<file path="config.mk">
export PLATFORM = sky130hd
export DESIGN_NAME = ula_arbiter
export DESIGN_NICKNAME = d
export VERILOG_FILES = /design/src/rtl/ula_pkg.sv /design/src/rtl/rr_arb2.sv /design/src/rtl/ula_arbiter.sv
export SDC_FILE = /design/constraint.sdc
export NUM_CORES = 1
export LEC_CHECK = 0
export ABC_AREA = 0
export BUFFER_PORTS_ARGS = -buffer_cell sky130_fd_sc_hd__buf_2
export CAP_MARGIN = 20
export CORE_AREA = 2 2 115 117
export CTS_BUF_LIST = sky130_fd_sc_hd__clkbuf_8
export CTS_CLUSTER_DIAMETER = 80
export DETAILED_ROUTE_END_ITERATION = 16
export DIE_AREA = 0 0 117 119
export HOLD_SLACK_MARGIN = 0.06
export PLACE_DENSITY = 0.69
export SYNTH_ARGS = -nofsm -noshare
export SYNTH_HDL_FRONTEND = slang
export SYNTH_SLANG_ARGS = --single-unit
</file>
<file path="constraint.sdc">
create_clock -name clk -period 2.5 [get_ports clk]
set_input_delay 0.5 -clock clk [delete_from_list [all_inputs] [get_ports clk]]
set_output_delay 0.5 -clock clk [all_outputs]
set_load 0.05 [all_outputs]
</file>
<file path="src/rtl/ula_pkg.sv">
// ula_pkg: ALUOp/funct encodings, arbiter FSM states and the shared R-type funct legality check
package ula_pkg;
    localparam logic [3:0] RTYPE = 4'b1111;
    localparam logic [3:0] BEQ   = 4'b0100;
    localparam logic [3:0] BNE   = 4'b0101;
    localparam logic [3:0] ADDI  = 4'b1000;
    localparam logic [3:0] SLTI  = 4'b1010;
    localparam logic [3:0] SLTIU = 4'b1011;
    localparam logic [3:0] ANDI  = 4'b1100;
    localparam logic [3:0] ORI   = 4'b1101;
    localparam logic [3:0] XORI  = 4'b1110;
    localparam logic [5:0] F_SLL  = 6'h00;
    localparam logic [5:0] F_SRL  = 6'h02;
    localparam logic [5:0] F_SRA  = 6'h03;
    localparam logic [5:0] F_SLLV = 6'h04;
    localparam logic [5:0] F_SRLV = 6'h06;
    localparam logic [5:0] F_SRAV = 6'h07;
    localparam logic [5:0] F_ADD  = 6'h20;
    localparam logic [5:0] F_SUB  = 6'h22;
    localparam logic [5:0] F_AND  = 6'h24;
    localparam logic [5:0] F_OR   = 6'h25;
    localparam logic [5:0] F_XOR  = 6'h26;
    localparam logic [5:0] F_NOR  = 6'h27;
    localparam logic [5:0] F_SLT  = 6'h2A;
    localparam logic [5:0] F_SLTU = 6'h2B;
    typedef enum logic [1:0] {IDLE, EXEC, RESP} state_t;
    function automatic logic is_valid_funct(input logic [5:0] funct);
        return funct inside {F_SLL, F_SRL, F_SRA, F_SLLV, F_SRLV, F_SRAV, F_ADD, F_SUB,
                             F_AND, F_OR, F_XOR, F_NOR, F_SLT, F_SLTU};
    endfunction
endpackage

</file>
<file path="src/rtl/rr_arb2.sv">
// rr_arb2: two-way round-robin pick; on contention the port not granted last time wins
module rr_arb2 (
    input  logic [1:0] req,
    input  logic       last_grant,
    output logic       grant
);
    always_comb grant = (&req) ? ~last_grant : (req[1] & ~req[0]);
endmodule

</file>
<file path="src/rtl/ula_arbiter.sv">
// ula_arbiter: round-robin sharing of the ula_ctrl/ALU pair between two requesters
module ula_arbiter
    import ula_pkg::*;
#(
    parameter int DATA_W = 32
) (
    input  logic              clk,
    input  logic              rst_n,
    input  logic              req0_valid,
    output logic              req0_ready,
    input  logic [3:0]        req0_aluop,
    input  logic [5:0]        req0_funct,
    input  logic [DATA_W-1:0] req0_a,
    input  logic [DATA_W-1:0] req0_b,
    input  logic              req1_valid,
    output logic              req1_ready,
    input  logic [3:0]        req1_aluop,
    input  logic [5:0]        req1_funct,
    input  logic [DATA_W-1:0] req1_a,
    input  logic [DATA_W-1:0] req1_b,
    output logic              rsp0_valid,
    input  logic              rsp0_ready,
    output logic              rsp1_valid,
    input  logic              rsp1_ready,
    output logic [DATA_W-1:0] rsp_result,
    output logic              rsp_zero,
    output logic              rsp_err,
    output logic [3:0]        alu_aluop_o,
    output logic [5:0]        alu_funct_o,
    output logic [DATA_W-1:0] alu_a_o,
    output logic [DATA_W-1:0] alu_b_o,
    input  logic [DATA_W-1:0] alu_result_i,
    input  logic              alu_zero_i,
    output logic              busy
);
    state_t            state;
    logic              last_grant, cur_id, grant, accept, bad_funct;
    logic [3:0]        op_aluop;
    logic [5:0]        op_funct;
    logic [DATA_W-1:0] op_a, op_b;
    rr_arb2 u_arb (
        .req        ({req1_valid, req0_valid}),
        .last_grant (last_grant),
        .grant      (grant)
    );
    always_comb begin
        req0_ready  = state == IDLE && req0_valid && !grant;
        req1_ready  = state == IDLE && req1_valid && grant;
        accept      = req0_ready || req1_ready;
        bad_funct   = op_aluop == RTYPE && !is_valid_funct(op_funct);
        rsp0_valid  = state == RESP && !cur_id;
        rsp1_valid  = state == RESP && cur_id;
        busy        = state != IDLE;
        alu_aluop_o = op_aluop;
        alu_funct_o = op_funct;
        alu_a_o     = op_a;
        alu_b_o     = op_b;
    end
    always_ff @(posedge clk) begin
        if (!rst_n) begin
            state      <= IDLE;
            last_grant <= 1'b1;
            cur_id     <= 1'b0;
            op_aluop   <= '0;
            op_funct   <= '0;
            op_a       <= '0;
            op_b       <= '0;
            rsp_result <= '0;
            rsp_zero   <= 1'b0;
            rsp_err    <= 1'b0;
        end else begin
            case (state)
                IDLE: if (accept) begin
                    op_aluop   <= grant ? req1_aluop : req0_aluop;
                    op_funct   <= grant ? req1_funct : req0_funct;
                    op_a       <= grant ? req1_a : req0_a;
                    op_b       <= grant ? req1_b : req0_b;
                    cur_id     <= grant;
                    last_grant <= grant;
                    state      <= EXEC;
                end
                EXEC: begin
                    rsp_err    <= bad_funct;
                    rsp_result <= bad_funct ? '0 : alu_result_i;
                    rsp_zero   <= !bad_funct && alu_zero_i;
                    state      <= RESP;
                end
                RESP: if (cur_id ? rsp1_ready : rsp0_ready) state <= IDLE;
                default: state <= IDLE;
            endcase
        end
    end
endmodule

</file>
==> impl_metrics.py, run 1 <==
metrics = {
    "timing": {
        "clock_skew_ns": 0.008599,
        "relSlewSlack_pct": 54.96,
        "fin_crit_ns": 2.069,
        "hold_ws_ns": 0.3236,
        "fin_crit_sh_pct": 82.75,
        "rsz0062_at_grt": "no",
        "fin_ws_ns": 0.4313,
        "worst_pin_slew_ns": 0.6755,
        "setup_tns_ns": 0,
        "setup_violations": 0,
        "hold_viol_final": 0,
        "final_max_slew_viol_count": 0,
        "fmax_mhz": 483.4,
    },
    "clock_tree": {
        "clockRootBuffer": "clkbuf_8",
        "cts_sinks": 112,
        "post_cts.repair.setup_buffers": 0,
        "hold_buffers": 0,
        "clk_latency_ns": 0.38,
        "clkTransAtPathRegs_ns": 0.11,
        "numCtsBuffers": 9,
        "clock_path_buffers": 2,
        "cts_tree": "done",
        "htreeDepth": 3,
        "cts_resized": 0,
    },
    "outcome": {
        "outcome": "complete, no violations",
    },
    "placed_design": {
        "routabilityCongestion": 0.7823,
        "dp.final_hpwl_um": 9589,
        "dp_slack_ns": 0.5816,
        "placed_area_um2": 6021,
        "dpl.cell_count": 881,
        "place.port_buffers": 299,
    },
    "global_route": {
        "grt_max_degree": 80,
        "grt_pass1_vias": 4013,
        "antenna_found_initial": 1,
        "grt_overflow": 0,
        "grt_use_total_pct": 17.49,
        "grt_pass1_wl_um": 19170,
    },
    "synth": {
        "yosysMostFrequentCell": "dfxtp_1",
        "synthFlopType": "dfxtp_1",
        "netlist.area_leader.share_pct": 50.31,
        "synthTopCellsByArea": "dfxtp_1 50%, mux2i_1 17%, a21oi_1 8.5%",
        "synth_common_cells": "112 x dfxtp_1, 76 x a21oi_1, 75 x mux2i_1, 69 x o21ai_0, 33 x a22o_1",
        "synth-seq-cells": 112,
        "synth_area_per_cell_um2": 10.15,
        "ys_warn_count": 0,
        "synthCells": 439,
        "async_flop_share_pct": 0,
        "synth_cell_types": 29,
        "syn_area_um2": 4457,
        "ys_seq_area_share_pct": 50.31,
        "synth-edff-count": 0,
        "syn-num-nets": 626,
        "synth_top_cell_by_area": "dfxtp_1",
    },
    "floorplanning": {
        "core-area_um2": 12870,
        "chipWidth_um": 117,
        "fp-row-count": 42,
        "die_area_um2": 13920,
        "die_h_um": 119,
        "start_util_pct": 34.62,
        "io_pins": 300,
    },
    "critical_path": {
        "cpPeakStageDelay_ns": 0.36,
        "rr_worst_depth": 5,
        "cp.required_ns": 2.00,
        "critical_path_class": "flop to output pin",
        "path_max_fanout": 6,
        "cp.arrival_ns": 1.57,
        "r2r_start": "state[1]",
        "critPathLaunch": "state[1]",
        "critPathCaptureType": "output pin",
        "rr_endpoint": "alu_b_o[23]",
        "crit_chain": "nor2_2 -> nand2_1 -> nor2_1 -> buf_2",
        "startpoint_type": "flop",
        "crit_family": "simple AND/OR/NAND/NOR gates",
        "crit_path_top_delay_cell": "dfxtp_1",
        "crit_buf_inv": 1,
        "ff2ff_setup_slack_ns": 0.80,
    },
    "worst_hold_path": {
        "min-delay-start": "alu_result_i[5]",
        "min_path_cells": 2,
        "hp-class": "primary input to flop",
        "whs_endpoint": "rsp_result[5]",
    },
    "routing": {
        "antenna_left": 0,
        "vias_per_cell": 4.840,
        "first_pass_iters": 5,
        "wl_per_cell_um": 14.45,
        "drtIter0Drc": 284,
        "dr_total_vias": 4351,
        "wl_um": 12990,
        "route.detailed.drc": 0,
    },
    "job": {
        "drv_cap": 0,
    },
    "final_layout": {
        "stdcell_area_um2": 6265,
        "drive_above_1_share_pct": 45.43,
        "final_cells": 899,
        "area_delta_synth_final_pct": 40.57,
        "nNetsFinal": 904,
    },
    "pwr": {
        "leakagePower_nw": 3.095,
        "power.density_nw_per_um2": 772.0,
        "peakVddDrop_uv": 373.7,
    },
}
==> stage by stage <==
step	utilization, %	total power [W]
finish	48.66	0.004836
floorplan	-	0.003238
CTS	48.52	0.004885
global route	48.64	0.005078
detailed placement	46.76	0.003661
global placement	46.76	0.003632
==> worst reg2reg max path, delay by kind of cell (launching register included) <==
kind	cells	cell delay (ns)
simple gates	1	0.20
compound gates	3	0.67
flops	1	0.36
buf+inv	1	0.40
==> cells in the final DEF, fill, tap and decap left out, types with 2 or more instances in the layout <==
cell,n
buf_2,299
dfxtp_1,112
a21oi_1,76
mux2i_1,75
o21ai_0,69
a22o_1,33
clkbuf_8,9
o21ai_1,6
buf_4,6
nand2_1,3
nor2_1,3
and2_1,3
clkinvlp_4,3
and3b_1,2
nor2b_1,2
nand3b_1,2
bufinv_16,2
==> cell type report <==
class	instances	area, µm²
well taps	176	220.2
multi-input cells	286	1993
fillers	1202	6610
inverters	1	3.754
diodes	1	2.502
flip-flops and latches	112	2242
clock inverters	7	102.6
repair buffers	307	1577
clock buffers	9	123.9
==> report_power, final <==
group	leakage (nW)	internal [W]	switching [W]
registers	0.926	0.00198	0.000103
logic	2.06	0.000437	0.00110
clock network	0.104	0.000575	0.000642
==> worst max path at each step <==
stage	to	slack (ns)	depth (start not counted)
floorplan	req0_ready	0.38	4
global placement	alu_a_o[11]	0.63	5
detailed placement	alu_a_o[7]	0.58	5
CTS	req0_ready	0.38	4
global route	req0_ready	0.34	4
finish	req0_ready	0.43	4
==> per-layer routing <==
metal	vias to the layer above	routed length (µm)	global-route usage (%)
li1	2169	-	-
met1	1961	5203	19.91
met2	199	6322	29.80
met3	22	1140	4.936
met4	0	320	8.235
met5	-	0	0
==> flip-flops by register name, indices dropped and copies added (netlist names) <==
name and flops:
alu_a_o 32, rsp_result 32, last_grant 1, alu_aluop_o 4
rsp_zero 1, cur_id 1, rsp_err 1, state 2
alu_funct_o 6, alu_b_o 32
==> logic make-up (layout without fill, tap and decap cells) <==
group | after synthesis | after routing | synth area share, %
buffers and inverters | 41 | 324 | 5.278
DFF | 112 | 112 | 50.31
other | 0 | 1 | 0
muxes | 75 | 75 | 16.84
and+or+nand+nor | 19 | 19 | 2.527
AOI/OAI and AO/OA | 192 | 192 | 25.04
No activity file was read; power rests on OpenSTA's default activity.
==> run 2: changes to the inputs <==
- CORE_AREA: 2 2 115 117 -> 2 2 117 119
- DIE_AREA: 0 0 117 119 -> 0 0 119 121
- PLACE_DENSITY: 0.69 -> 0.7
- clock period: 2.5 -> 1.8 ns (I/O delays scaled with it)
==> impl_metrics.py, run 2 (synthesis gave the netlist of run 1 again) <==
metrics = {
    "outcome": {
        "outcome": "complete, no violations",
    },
    "routing": {
        "vias_per_cell": 4.728,
        "drtIter0Drc": 209,
        "first_pass_iters": 4,
        "dr_total_vias": 4265,
        "wl_um": 13290,
        "antenna_left": 0,
        "route.detailed.drc": 0,
        "wl_per_cell_um": 14.73,
    },
    "final_layout": {
        "layout_commonest_cell": "buf_2",
        "layout_common_cells": "297 x buf_2, 110 x dfxtp_1, 76 x a21oi_1, 75 x mux2i_1, 69 x o21ai_0",
        "drive_above_1_share_pct": 46.21,
        "nNetsFinal": 907,
        "utilization_pct": 48.84,
        "multi_input_area_um2": 2006,
        "area_delta_synth_final_pct": 43.40,
        "final-seq-area_um2": 2245,
        "fill_cells": 1274,
    },
    "global_route": {
        "grt_pass1_vias": 3909,
        "grt_max_degree": 72,
        "grt_use_total_pct": 17.86,
        "antenna_found_initial": 1,
        "grt_overflow": 0,
        "grt_pass1_wl_um": 20380,
    },
    "job": {
        "drv_cap": 0,
    },
    "critical_path": {
        "crit_family": "flip-flops",
        "cp.arrival_ns": 1.35,
        "cpPeakStageDelay_ns": 0.36,
        "crit_chain": "a21boi_4 -> and2_1 -> buf_6",
        "critical_path_class": "flop to output pin",
        "crit_buf_inv": 1,
        "path_max_fanout": 3,
        "cp.required_ns": 1.44,
        "crit_path_top_delay_cell": "dfxtp_1",
        "startpoint_type": "flop",
        "critPathCaptureType": "output pin",
    },
    "floorplanning": {
        "die_area_um2": 14400,
        "io_pins": 300,
        "die_h_um": 121,
        "chipWidth_um": 119,
        "core-area_um2": 13090,
        "start_util_pct": 34.06,
        "fp-row-count": 42,
    },
    "clock_tree": {
        "htreeDepth": 3,
        "clock_path_buffers": 2,
        "cts_tree": "done",
        "hold_buffers": 0,
        "cts_sinks": 112,
        "clockRootBuffer": "clkbuf_8",
        "clkTransAtPathRegs_ns": 0.11,
        "clk_latency_ns": 0.38,
        "numCtsBuffers": 9,
    },
    "placed_design": {
        "routabilityCongestion": 0.7222,
        "place.port_buffers": 299,
        "dp.final_hpwl_um": 9719,
    },
    "timing": {
        "fmax_mhz": 583.6,
        "clock_skew_ns": 0.006317,
        "final_max_slew_viol_count": 0,
        "hold_viol_final": 0,
        "setup_violations": 0,
        "setup_tns_ns": 0,
        "fin_crit_ns": 1.713,
        "worst_pin_slew_ns": 0.3688,
        "rsz0062_at_grt": "no",
        "fin_crit_sh_pct": 95.19,
        "relSlewSlack_pct": 75.41,
    },
    "worst_hold_path": {
        "hp-class": "primary input to flop",
    },
    "pwr": {
        "power.share.sequential_pct": 42.7,
        "clockPowerShare_pct": 24.9,
        "leakagePower_nw": 3.154,
        "total_power_w": 0.006774,
        "p_int_w": 0.004201,
        "power.switching_w": 0.002573,
        "power.density_nw_per_um2": 1060,
        "peakVddDrop_uv": 465.5,
        "switching_share_pct": 37.98,
        "pwr-share-comb_pct": 32.3,
    },
}
run 2: cell types whose count changed in the layout (fill, tap and decap cells not counted), moves of 2 or more:
cell        change
dfxtp_2         +2
dfxtp_1         -2
buf_12          +5
buf_2           -2
inv_6           +2
clkinvlp_4      -2
run 2: cell type report:
cell class	instances	area share (%)
Sequential cell	112	35.12
Multi-Input combinational cell	286	31.38
Timing Repair Buffer	310	26.41
Tap cell	176	3.446
Clock buffer	9	1.938
Clock inverter	7	1.605
Inverter	1	0.05873
Antenna cell	1	0.03915
run 2: worst paths after layout:
| path | startpoint | endpoint | slack [ns] | cells past startpoint |
|---|---|---|---|---|
| max | last_grant | req1_ready | 0.09 | 3 |
| min | alu_result_i[16] | rsp_result[16] | 0.18 | 2 |
| min reg2reg | rsp_result[17] | rsp_result[17] | 0.49 | 1 |
| max reg2reg | last_grant | alu_b_o[15] | 0.30 | 5 |
run 2: metal layers:
layer	share of wire [%]	vias up	GRT usage, %
met5	0	-	0
met4	1.5	0	6.250
met3	8.1	12	5.498
met2	46	192	28.48
met1	44	1884	22.88
li1	-	2177	-
run 2: per-stage QoR:
stage | instance area (µm²) | cells | worst slack (ns) | hold WS, ns
3_5_place_dp | 6106 | 883 | 0.1951 | 0.4580
6_report | 6391 | 902 | 0.08661 | 0.1779
2_1_floorplan | 4464 | 439 | 0.1796 | 0.4853
3_3_place_gp | 6106 | 883 | 0.1934 | 0.4563
5_1_grt | 6389 | 901 | 0.01356 | 0.1591
4_1_cts | 6377 | 901 | 0.008958 | 0.1523
run 2: power by group through the flow:
| stage | clock network, W | logic, W | registers (W) |
|---|---|---|---|
| 3_5_place_dp | 0 | 0.00218 | 0.00294 |
| 3_3_place_gp | 0 | 0.00216 | 0.00294 |
| 2_1_floorplan | 0 | 0.000656 | 0.00384 |
| 6_report | 0.00169 | 0.00219 | 0.00290 |
| 5_1_grt | 0.00184 | 0.00233 | 0.00293 |
| 4_1_cts | 0.00175 | 0.00220 | 0.00289 |
run 2: what timing repair did:
action / CTS / global route
buffers inserted: 1 / 0
gates cloned: 1 / 0
pin swaps: 1 / 1
resized for setup: 2 / 4
endpoints found under the setup margin: 2 / 2
